<file path="src/rtl/program_loader.sv">
// program_loader: receives a framed instruction image over a valid/ready byte
// stream and writes the payload into byte-wide main memory. The frame is a
// 16-bit big-endian word count N, then 2N payload bytes, then one XOR
// checksum byte. The CPU is held off until a complete image with a good
// checksum has been written.
module program_loader #(
  parameter int ADDR_WIDTH = 14,
  parameter int BASE_ADDR  = 0
) (
  input  logic        clock,
  input  logic        reset,
  input  logic        start,
  input  logic [7:0]  in_data,
  input  logic        in_valid,
  output logic        in_ready,
  output logic [15:0] mem_addr,
  output logic [15:0] mem_wdata,
  output logic        mem_we,
  output logic        cpu_hold,
  output logic        done,
  output logic        error,
  output logic [1:0]  err_code,
  output logic [15:0] byte_count
);

  localparam logic [2:0] S_IDLE    = 3'd0;
  localparam logic [2:0] S_LEN_HI  = 3'd1;
  localparam logic [2:0] S_LEN_LO  = 3'd2;
  localparam logic [2:0] S_PAYLOAD = 3'd3;
  localparam logic [2:0] S_CHECK   = 3'd4;
  localparam logic [2:0] S_DONE    = 3'd5;
  localparam logic [2:0] S_ERROR   = 3'd6;

  localparam logic [1:0] ERR_NONE     = 2'b00;
  localparam logic [1:0] ERR_LENGTH   = 2'b01;
  localparam logic [1:0] ERR_CHECKSUM = 2'b10;

  // Memory size in bytes, held wide enough that 2^16 and BASE_ADDR + 2N never wrap.
  localparam logic [17:0] MEM_BYTES = 18'd1 << ADDR_WIDTH;

  logic [2:0]            state;
  logic [7:0]            len_hi;
  logic [16:0]           total_bytes;
  logic [7:0]            xor_acc;
  logic                  transfer;
  logic [15:0]           len_word;
  logic [17:0]           need_bytes;
  logic                  overflow;
  logic [15:0]           count_next;
  logic                  last_byte;
  logic [ADDR_WIDTH-1:0] wr_addr;

  // All status outputs are decoded from the state register, so they change
  // only on clock edges and never depend on the stream inputs.
  assign in_ready = (state == S_LEN_HI) || (state == S_LEN_LO) ||
                    (state == S_PAYLOAD) || (state == S_CHECK);
  assign done     = (state == S_DONE);
  assign error    = (state == S_ERROR);
  assign cpu_hold = (state != S_DONE);

  assign transfer   = in_valid & in_ready;
  assign len_word   = {len_hi, in_data};
  assign need_bytes = 18'(BASE_ADDR) + {1'b0, len_word, 1'b0};
  assign overflow   = need_bytes > MEM_BYTES;
  assign count_next = byte_count + 16'd1;
  assign last_byte  = ({1'b0, count_next} == total_bytes);
  assign wr_addr    = ADDR_WIDTH'(BASE_ADDR) + byte_count[ADDR_WIDTH-1:0];

  // Frame sequencer: parses the header, issues one registered memory write
  // per accepted payload byte and judges the checksum at the end.
  always_ff @(posedge clock) begin
    if (reset) begin
      state       <= S_IDLE;
      len_hi      <= 8'h00;
      total_bytes <= 17'd0;
      xor_acc     <= 8'h00;
      byte_count  <= 16'd0;
      err_code    <= ERR_NONE;
      mem_we      <= 1'b0;
      mem_addr    <= 16'd0;
      mem_wdata   <= 16'd0;
    end else begin
      mem_we <= 1'b0;
      case (state)
        S_IDLE, S_DONE, S_ERROR: begin
          if (start) begin
            state      <= S_LEN_HI;
            xor_acc    <= 8'h00;
            byte_count <= 16'd0;
            err_code   <= ERR_NONE;
          end
        end
        S_LEN_HI: begin
          if (transfer) begin
            len_hi <= in_data;
            state  <= S_LEN_LO;
          end
        end
        S_LEN_LO: begin
          if (transfer) begin
            total_bytes <= {len_word, 1'b0};
            if (overflow) begin
              err_code <= ERR_LENGTH;
              state    <= S_ERROR;
            end else if (len_word == 16'd0) begin
              state <= S_CHECK;
            end else begin
              state <= S_PAYLOAD;
            end
          end
        end
        S_PAYLOAD: begin
          if (transfer) begin
            mem_we     <= 1'b1;
            mem_addr   <= 16'(wr_addr);
            mem_wdata  <= {8'h00, in_data};
            byte_count <= count_next;
            xor_acc    <= xor_acc ^ in_data;
            if (last_byte) begin
              state <= S_CHECK;
            end
          end
        end
        S_CHECK: begin
          if (transfer) begin
            if (in_data == xor_acc) begin
              state <= S_DONE;
            end else begin
              err_code <= ERR_CHECKSUM;
              state    <= S_ERROR;
            end
          end
        end
        default: begin
          state <= S_IDLE;
        end
      endcase
    end
  end

endmodule
</file>
<file path="config.mk">
export PLATFORM = sky130hd
export DESIGN_NAME = program_loader
export DESIGN_NICKNAME = d
export VERILOG_FILES = /design/src/rtl/program_loader.sv
export SDC_FILE = /design/constraint.sdc
export NUM_CORES = 1
export LEC_CHECK = 0
export CAP_MARGIN = 40
export CORE_MARGIN = 2
export CORE_UTILIZATION = 48
export DETAILED_ROUTE_END_ITERATION = 8
export HOLD_SLACK_MARGIN = 0.15
export PLACE_DENSITY = 0.75
export SLEW_MARGIN = 20
export SYNTH_ARGS = -nofsm -noshare
export SYNTH_HDL_FRONTEND = slang
export SYNTH_SLANG_ARGS = --single-unit
</file>
<file path="constraint.sdc">
create_clock -name clock -period 2.01 [get_ports clock]
set_input_delay 0.201 -clock clock [delete_from_list [all_inputs] [get_ports clock]]
set_output_delay 0.201 -clock clock [all_outputs]
set_load 0.02 [all_outputs]
</file>
==> results of run 1 <==
-- kinds of logic after synthesis --
kind of cell               after synthesis  share of synthesized area, %
muxes                                   11                         2.854
and+or+nand+nor                        210                         27.41
DFF                                     76                         38.99
AOI/OAI and AO/OA                      123                         17.99
buffers and inverters                   56                         6.957
xor gates and xnor gates                24                         5.386
other                                    1                       0.09609
adders and majority gates                1                        0.3206
-- layout by cell type (no fill, tap or decap), types with 10 or more instances in the layout --
cell and instances:
clkdlybuf4s50_1 54, o21ai_0 29, buf_4 57, dfxtp_1 62
xnor2_1 16, nor2_1 36, nand3b_1 11, conb_1 10
nand2_1 93, a21oi_1 69, mux2i_1 10, clkbuf_8 10
-- stage by stage --
| step | power, mW | hold slack [ps] |
|---|---|---|
| final | 4.220 | 306.4 |
| after floorplan | 2.475 | 337.0 |
| after global routing | 4.427 | 335.0 |
| after CTS | 4.184 | 315.2 |
| after detailed placement | 2.960 | 445.7 |
| after global placement | 2.923 | 441.1 |
-- worst paths after layout --
path,end,slack [ps],start
max,state[1],-40,byte_count[4]
min,byte_count[0],310,reset
max reg2reg,state[1],-40,byte_count[4]
min reg2reg,err_code[1],450,err_code[1]
-- cell type report --
cell class                 count  area (um^2)  share of cell area (%)
clock buffer                  11        141.4                   2.661
clock inverter                 5        60.06                   1.130
inverter                       4        15.01                  0.2826
multi-input combinational    379         2257                   42.48
sequential                    76         1556                   29.29
tap                          102        127.6                   2.402
timing repair buffer         125         1156                   21.76
-- routing by layer --
layer,vias to the layer above,GRT usage (%),part of all wire [%]
met5,-,0,0
met4,0,7.126,1.7
met3,19,5.297,6.0
met2,149,42.80,50
met1,1851,31.00,43
li1,1904,-,-
-- timing repair --
action,CTS,global route
buffers inserted,1,11
pin swaps,4,14
gates cloned,0,0
resized for setup,7,24
endpoints found under the setup margin,5,6
-- power breakdown --
| group | total (mW) | internal (mW) | leakage, nW | switching, mW |
|---|---|---|---|---|
| Sequential | 1.70 | 1.59 | 0.623 | 0.107 |
| Combinational | 1.30 | 0.567 | 1.22 | 0.736 |
| Clock | 1.22 | 0.611 | 0.0961 | 0.607 |
| Total | 4.22 | 2.77 | 1.93 | 1.45 |
-- registers in the layout (all words and copies together) (netlist names) --
| name | cells |
|---|---|
| byte_count | 16 |
| err_code | 2 |
| len_hi | 8 |
| mem_addr | 14 |
| mem_wdata | 8 |
| mem_we | 1 |
| state | 3 |
| total_bytes | 16 |
| xor_acc | 8 |
-- critical path: cells and delay by family (launching register included) --
family	cells	cell delay, ps
buffers and inverters	1	140
AND/OR/NAND/NOR	4	900
flip-flops	1	380
AO/OA/AOI/OAI	2	500
==> run_results.csv, run 1 <==
group,metric,value,unit
status,status,"complete, but fails checks",
status,violations,"setup timing",
finish,fin_util,68.06,%
detailed_routing,vias_per_cell,5.588,
detailed_routing,drt_iter0_drc,247,
flow_run,maxCapViolations,0,
die,ios,67,
finish,fin_area,0.005314,mm^2
detailed_routing,wl,10890,um
sta,finalSetupViolCount,3,
placement,placedCellCount,674,
finish,drive_above_1_share,20.50,%
setup_path,critPathMaxFanout,10,
setup_path,worstRegToRegCells,7,
synthesis,ys.flop_type,"dfxtp_1",
sta,rsz0062_at_grt,"true",
setup_path,critical_path.max_stage_delay,540,ps
synthesis,synth.distinct_cells,57,
global_route,overflow,0,
synthesis,yosys_warnings,0,
setup_path,crit_required,2250,ps
die,die_x,94.17,um
sta,finalSetupTns,-98.03,ps
synthesis,synth_cells,502,
synthesis,synth_area_leaders,"dfxtp_1, nand2_1, a21oi_1, xnor2_1, o21ai_0",
global_route,grt_pass1_vias,3684,
synthesis,yosysSeqAreaShare,38.99,%
detailed_routing,drtAntennaViolNets,0,
setup_path,crit_arrival,2290,ps
global_route,grt.total_usage,24.79,%
synthesis,synthTopCellsByCount,"nand2_1, dfxtp_1, a21oi_1",
detailed_routing,first_pass_iters,4,
hold_path,hp-class,"in -> reg",
clock_tree,cts.sinks,76,
die,start_util,49.98,%
detailed_routing,drc,0,
clock_tree,cts_hold_buf,0,
synthesis,ys_ff_latch,76,
setup_path,startpoint_type,"flip-flop",
die,coreArea,0.007807,mm^2
sta,hold_viol,0,
global_route,grt_pass1_wl,17420,um
global_route,antenna_found_initial,0,
sta,skew,7.814,ps
synthesis,avgSynthCellArea,7.774,um^2
die,die_h,94.17,um
sta,setup_slack,-37.79,ps
detailed_routing,vias,3923,
finish,nets,608,
pwr,power.leakage,1.934,nW
synthesis,netlist_area,0.003902,mm^2
clock_tree,htreeDepth,3,
finish,syn_to_final_growth,36.17,%
die,rows,32,
clock_tree,cts.clk_slew.worst_paths,90,ps
sta,post-route-min-period,2048,ps
clock_tree,ctsRootBufferMaster,"clkbuf_8",
sta,clock.fmax,488.3,MHz
sta,worst_slew_pin_slew,541.3,ps
finish,final_cells,702,
sta,maxSlewHeadroom,63.91,%
clock_tree,insertion_delay,370,ps
clock_tree,cts_tree,"built",
global_route,grt_max_degree,77,
placement,port_buffers,56,
setup_path,critical_path.cell_chain,"buf_6 -> nand3_2 -> or4_4 -> nand3_4 -> nand4_1 -> o31ai_4 -> a211oi_2",
hold_path,hold_path_depth,3,
placement,place.gp.congestion,0.8763,
clock_tree,numCtsBuffers,9,
setup_path,worst_path_max_delay_cell,"or4_4",
pwr,power_density,794.2,mW/mm^2
die,dieArea,0.008867,mm^2
pwr,ir_drop,425.7,uV
finish,fill_cells,654,
synthesis,synth_top_area_cell,"dfxtp_1",
synthesis,async_flop_share,0,%
setup_path,crit_type,"reg -> reg",
synthesis,synth_edf_count,0,
placement,dp_hpwl,7425,um
sta,slew_viol_final,0,
synthesis,yosysTopAreaCellShare,38.99,%
finish,diodes,0,
placement,place_ws,-207.6,ps
synthesis,synthMostInstantiatedCell,"nand2_1",
sta,fin_crit_sh,101.9,%
clock_tree,cts_max_path_buffers,2,
detailed_routing,routedWlPerCell,15.51,um
setup_path,end_kind,"flip-flop",
placement,placed_area,0.004868,mm^2
Note: power is estimated with default switching activity, not from simulation.
==> run 2, diff against run 1 <==
--- a/config.mk
+++ b/config.mk
@@ -7,10 +7,10 @@
 export LEC_CHECK = 0
 export CAP_MARGIN = 40
 export CORE_MARGIN = 2
-export CORE_UTILIZATION = 48
+export CORE_UTILIZATION = 35
 export DETAILED_ROUTE_END_ITERATION = 8
 export HOLD_SLACK_MARGIN = 0.15
-export PLACE_DENSITY = 0.75
+export PLACE_DENSITY = 0.58
 export SLEW_MARGIN = 20
 export SYNTH_ARGS = -nofsm -noshare
 export SYNTH_HDL_FRONTEND = slang
==> run_results.csv, run 2 (synthesis results as in run 1) <==
group,metric,value,unit
sta,skew,8.044,ps
detailed_routing,drtAntennaViolNets,0,
setup_path,startpoint_type,"flip-flop",
sta,setup_slack,-44.36,ps
die,coreArea,0.01084,mm^2
finish,final_cells,743,
placement,place_ws,-233.1,ps
setup_path,crit_buf_inv,0,
placement,dp_hpwl,7972,um
global_route,grt.total_usage,19.03,%
die,ios,67,
setup_path,crit_cells,6,
sta,clock.fmax,486.8,MHz
detailed_routing,routedWlPerCell,14.94,um
clock_tree,cts.sinks,76,
sta,rsz0062_at_grt,"true",
flow_run,maxCapViolations,0,
finish,nets,611,
global_route,antenna_found_initial,0,
pwr,power.leakage,1.943,nW
die,die_h,109.6,um
sta,finalSetupTns,-122.3,ps
detailed_routing,drc,0,
clock_tree,cts_hold_buf,0,
die,dieArea,0.01201,mm^2
finish,drive_above_1_share,19.57,%
finish,fill_cells,1110,
finish,reg_top3,"byte_count: 16 flops, total_bytes: 16 flops, mem_addr: 14 flops",
placement,port_buffers,56,
placement,placedCellCount,715,
die,die_x,109.6,um
setup_path,critical_path.cell_chain,"nand4_4 -> or4_4 -> a211oi_4 -> o2111ai_2 -> o31ai_4 -> a211oi_2",
sta,hold_viol,0,
setup_path,worstRegToRegCells,6,
global_route,grt_max_degree,24,
clock_tree,htreeDepth,3,
status,violations,"setup timing",
global_route,grt_pass1_wl,18070,um
global_route,overflow,0,
setup_path,critical_path.max_stage_delay,520,ps
die,start_util,36.00,%
hold_path,hp-class,"in -> reg",
detailed_routing,first_pass_iters,5,
placement,place.gp.congestion,0.8676,
sta,worst_slew_pin_slew,604.0,ps
finish,diodes,0,
finish,final_common_cell,"nand2_1",
die,rows,38,
sta,maxSlewHeadroom,59.74,%
sta,finalSetupViolCount,3,
clock_tree,numCtsBuffers,9,
finish,multiInputGateArea,0.002232,mm^2
setup_path,crit_type,"reg -> reg",
clock_tree,cts_tree,"built",
clock_tree,insertion_delay,350,ps
finish,syn_to_final_growth,36.52,%
sta,fin_crit_sh,102.2,%
setup_path,cp_top_family,"compound AO/OA/AOI/OAI gates",
detailed_routing,wl,11100,um
setup_path,critPathMaxFanout,5,
pwr,ir_drop,422.2,uV
clock_tree,cts.clk_slew.worst_paths,80,ps
setup_path,end_kind,"flip-flop",
finish,fin_util,49.15,%
status,status,"complete, but fails checks",
clock_tree,ctsRootBufferMaster,"clkbuf_8",
detailed_routing,drt_iter0_drc,138,
setup_path,worst_path_max_delay_cell,"or4_4",
pwr,power_density,780.4,mW/mm^2
sta,post-route-min-period,2054,ps
hold_path,hold_path_depth,2,
global_route,grt_pass1_vias,3694,
detailed_routing,vias_per_cell,5.164,
setup_path,crit_required,2240,ps
sta,slew_viol_final,0,
detailed_routing,vias,3837,
clock_tree,cts_max_path_buffers,2,
finish,final_cell_mix,"nand2_1, a21oi_1, dfxtp_1",
finish,regArea,0.001554,mm^2
setup_path,crit_arrival,2280,ps
-- run 2: through the flow --
stage	total power, mW	hold slack [ps]	instance area [um^2]
global placement	2.959	442.2	4938
CTS	4.133	275.9	5154
floorplan	2.475	337.0	4010
global route	4.371	310.4	5328
finish	4.158	273.4	5328
detailed placement	2.976	441.7	4938
-- run 2: worst reg2reg max path: cells and delay by family (launching register included) --
kind	cells	cell delay [ps]
AOI/OAI and AO/OA	4	870
DFF	1	410
and+or+nand+nor	2	650
-- run 2: metal layers --
layer / GRT usage (%) / vias to the layer above / routed length (um)
li1: - / 1909 / -
met1: 24.41 / 1832 / 5105
met2: 32.67 / 82 / 5423
met3: 4.268 / 14 / 417
met4: 4.069 / 0 / 151
met5: 0 / - / 0
-- run 2: cell type report --
cell class | instances | area share, %
Clock buffer | 14 | 2.865
Clock inverter | 2 | 0.6576
Inverter | 4 | 0.2818
Multi-Input combinational cell | 379 | 41.90
Sequential cell | 76 | 29.17
Tap cell | 140 | 3.288
Timing Repair Buffer | 128 | 21.84
-- run 2: final timing paths --
| kind | from | endpoint | slack (ps) |
|---|---|---|---|
| setup reg to reg | byte_count[0] | state[1] | -40 |
| hold reg to reg | total_bytes[16] | total_bytes[16] | 450 |
| setup / recovery | byte_count[0] | state[1] | -40 |
| hold / removal | reset | mem_we | 270 |
-- run 2: timing repair --
item                       CTS  global route
setup buffers                0            12
pin swaps                    1            13
setup endpoints to repair    5            30
gates resized for setup      9            19
-- run 2: report_power, final --
part / internal (mW) / leakage [nW] / switching (mW)
combinational: 0.558 / 1.23 / 0.749
clock: 0.609 / 0.0947 / 0.553
sequential: 1.59 / 0.622 / 0.0974
total: 2.76 / 1.94 / 1.40
==> run 3, diff against run 2 <==
--- a/config.mk
+++ b/config.mk
@@ -7,10 +7,10 @@
 export LEC_CHECK = 0
 export CAP_MARGIN = 40
 export CORE_MARGIN = 2
-export CORE_UTILIZATION = 35
+export CORE_UTILIZATION = 48
 export DETAILED_ROUTE_END_ITERATION = 8
 export HOLD_SLACK_MARGIN = 0.15
-export PLACE_DENSITY = 0.58
+export PLACE_DENSITY = 0.75
 export SLEW_MARGIN = 20
 export SYNTH_ARGS = -nofsm -noshare
 export SYNTH_HDL_FRONTEND = slang
==> results of run 3 <==
Final layout, timing and power as in run 1 (identical DEF).
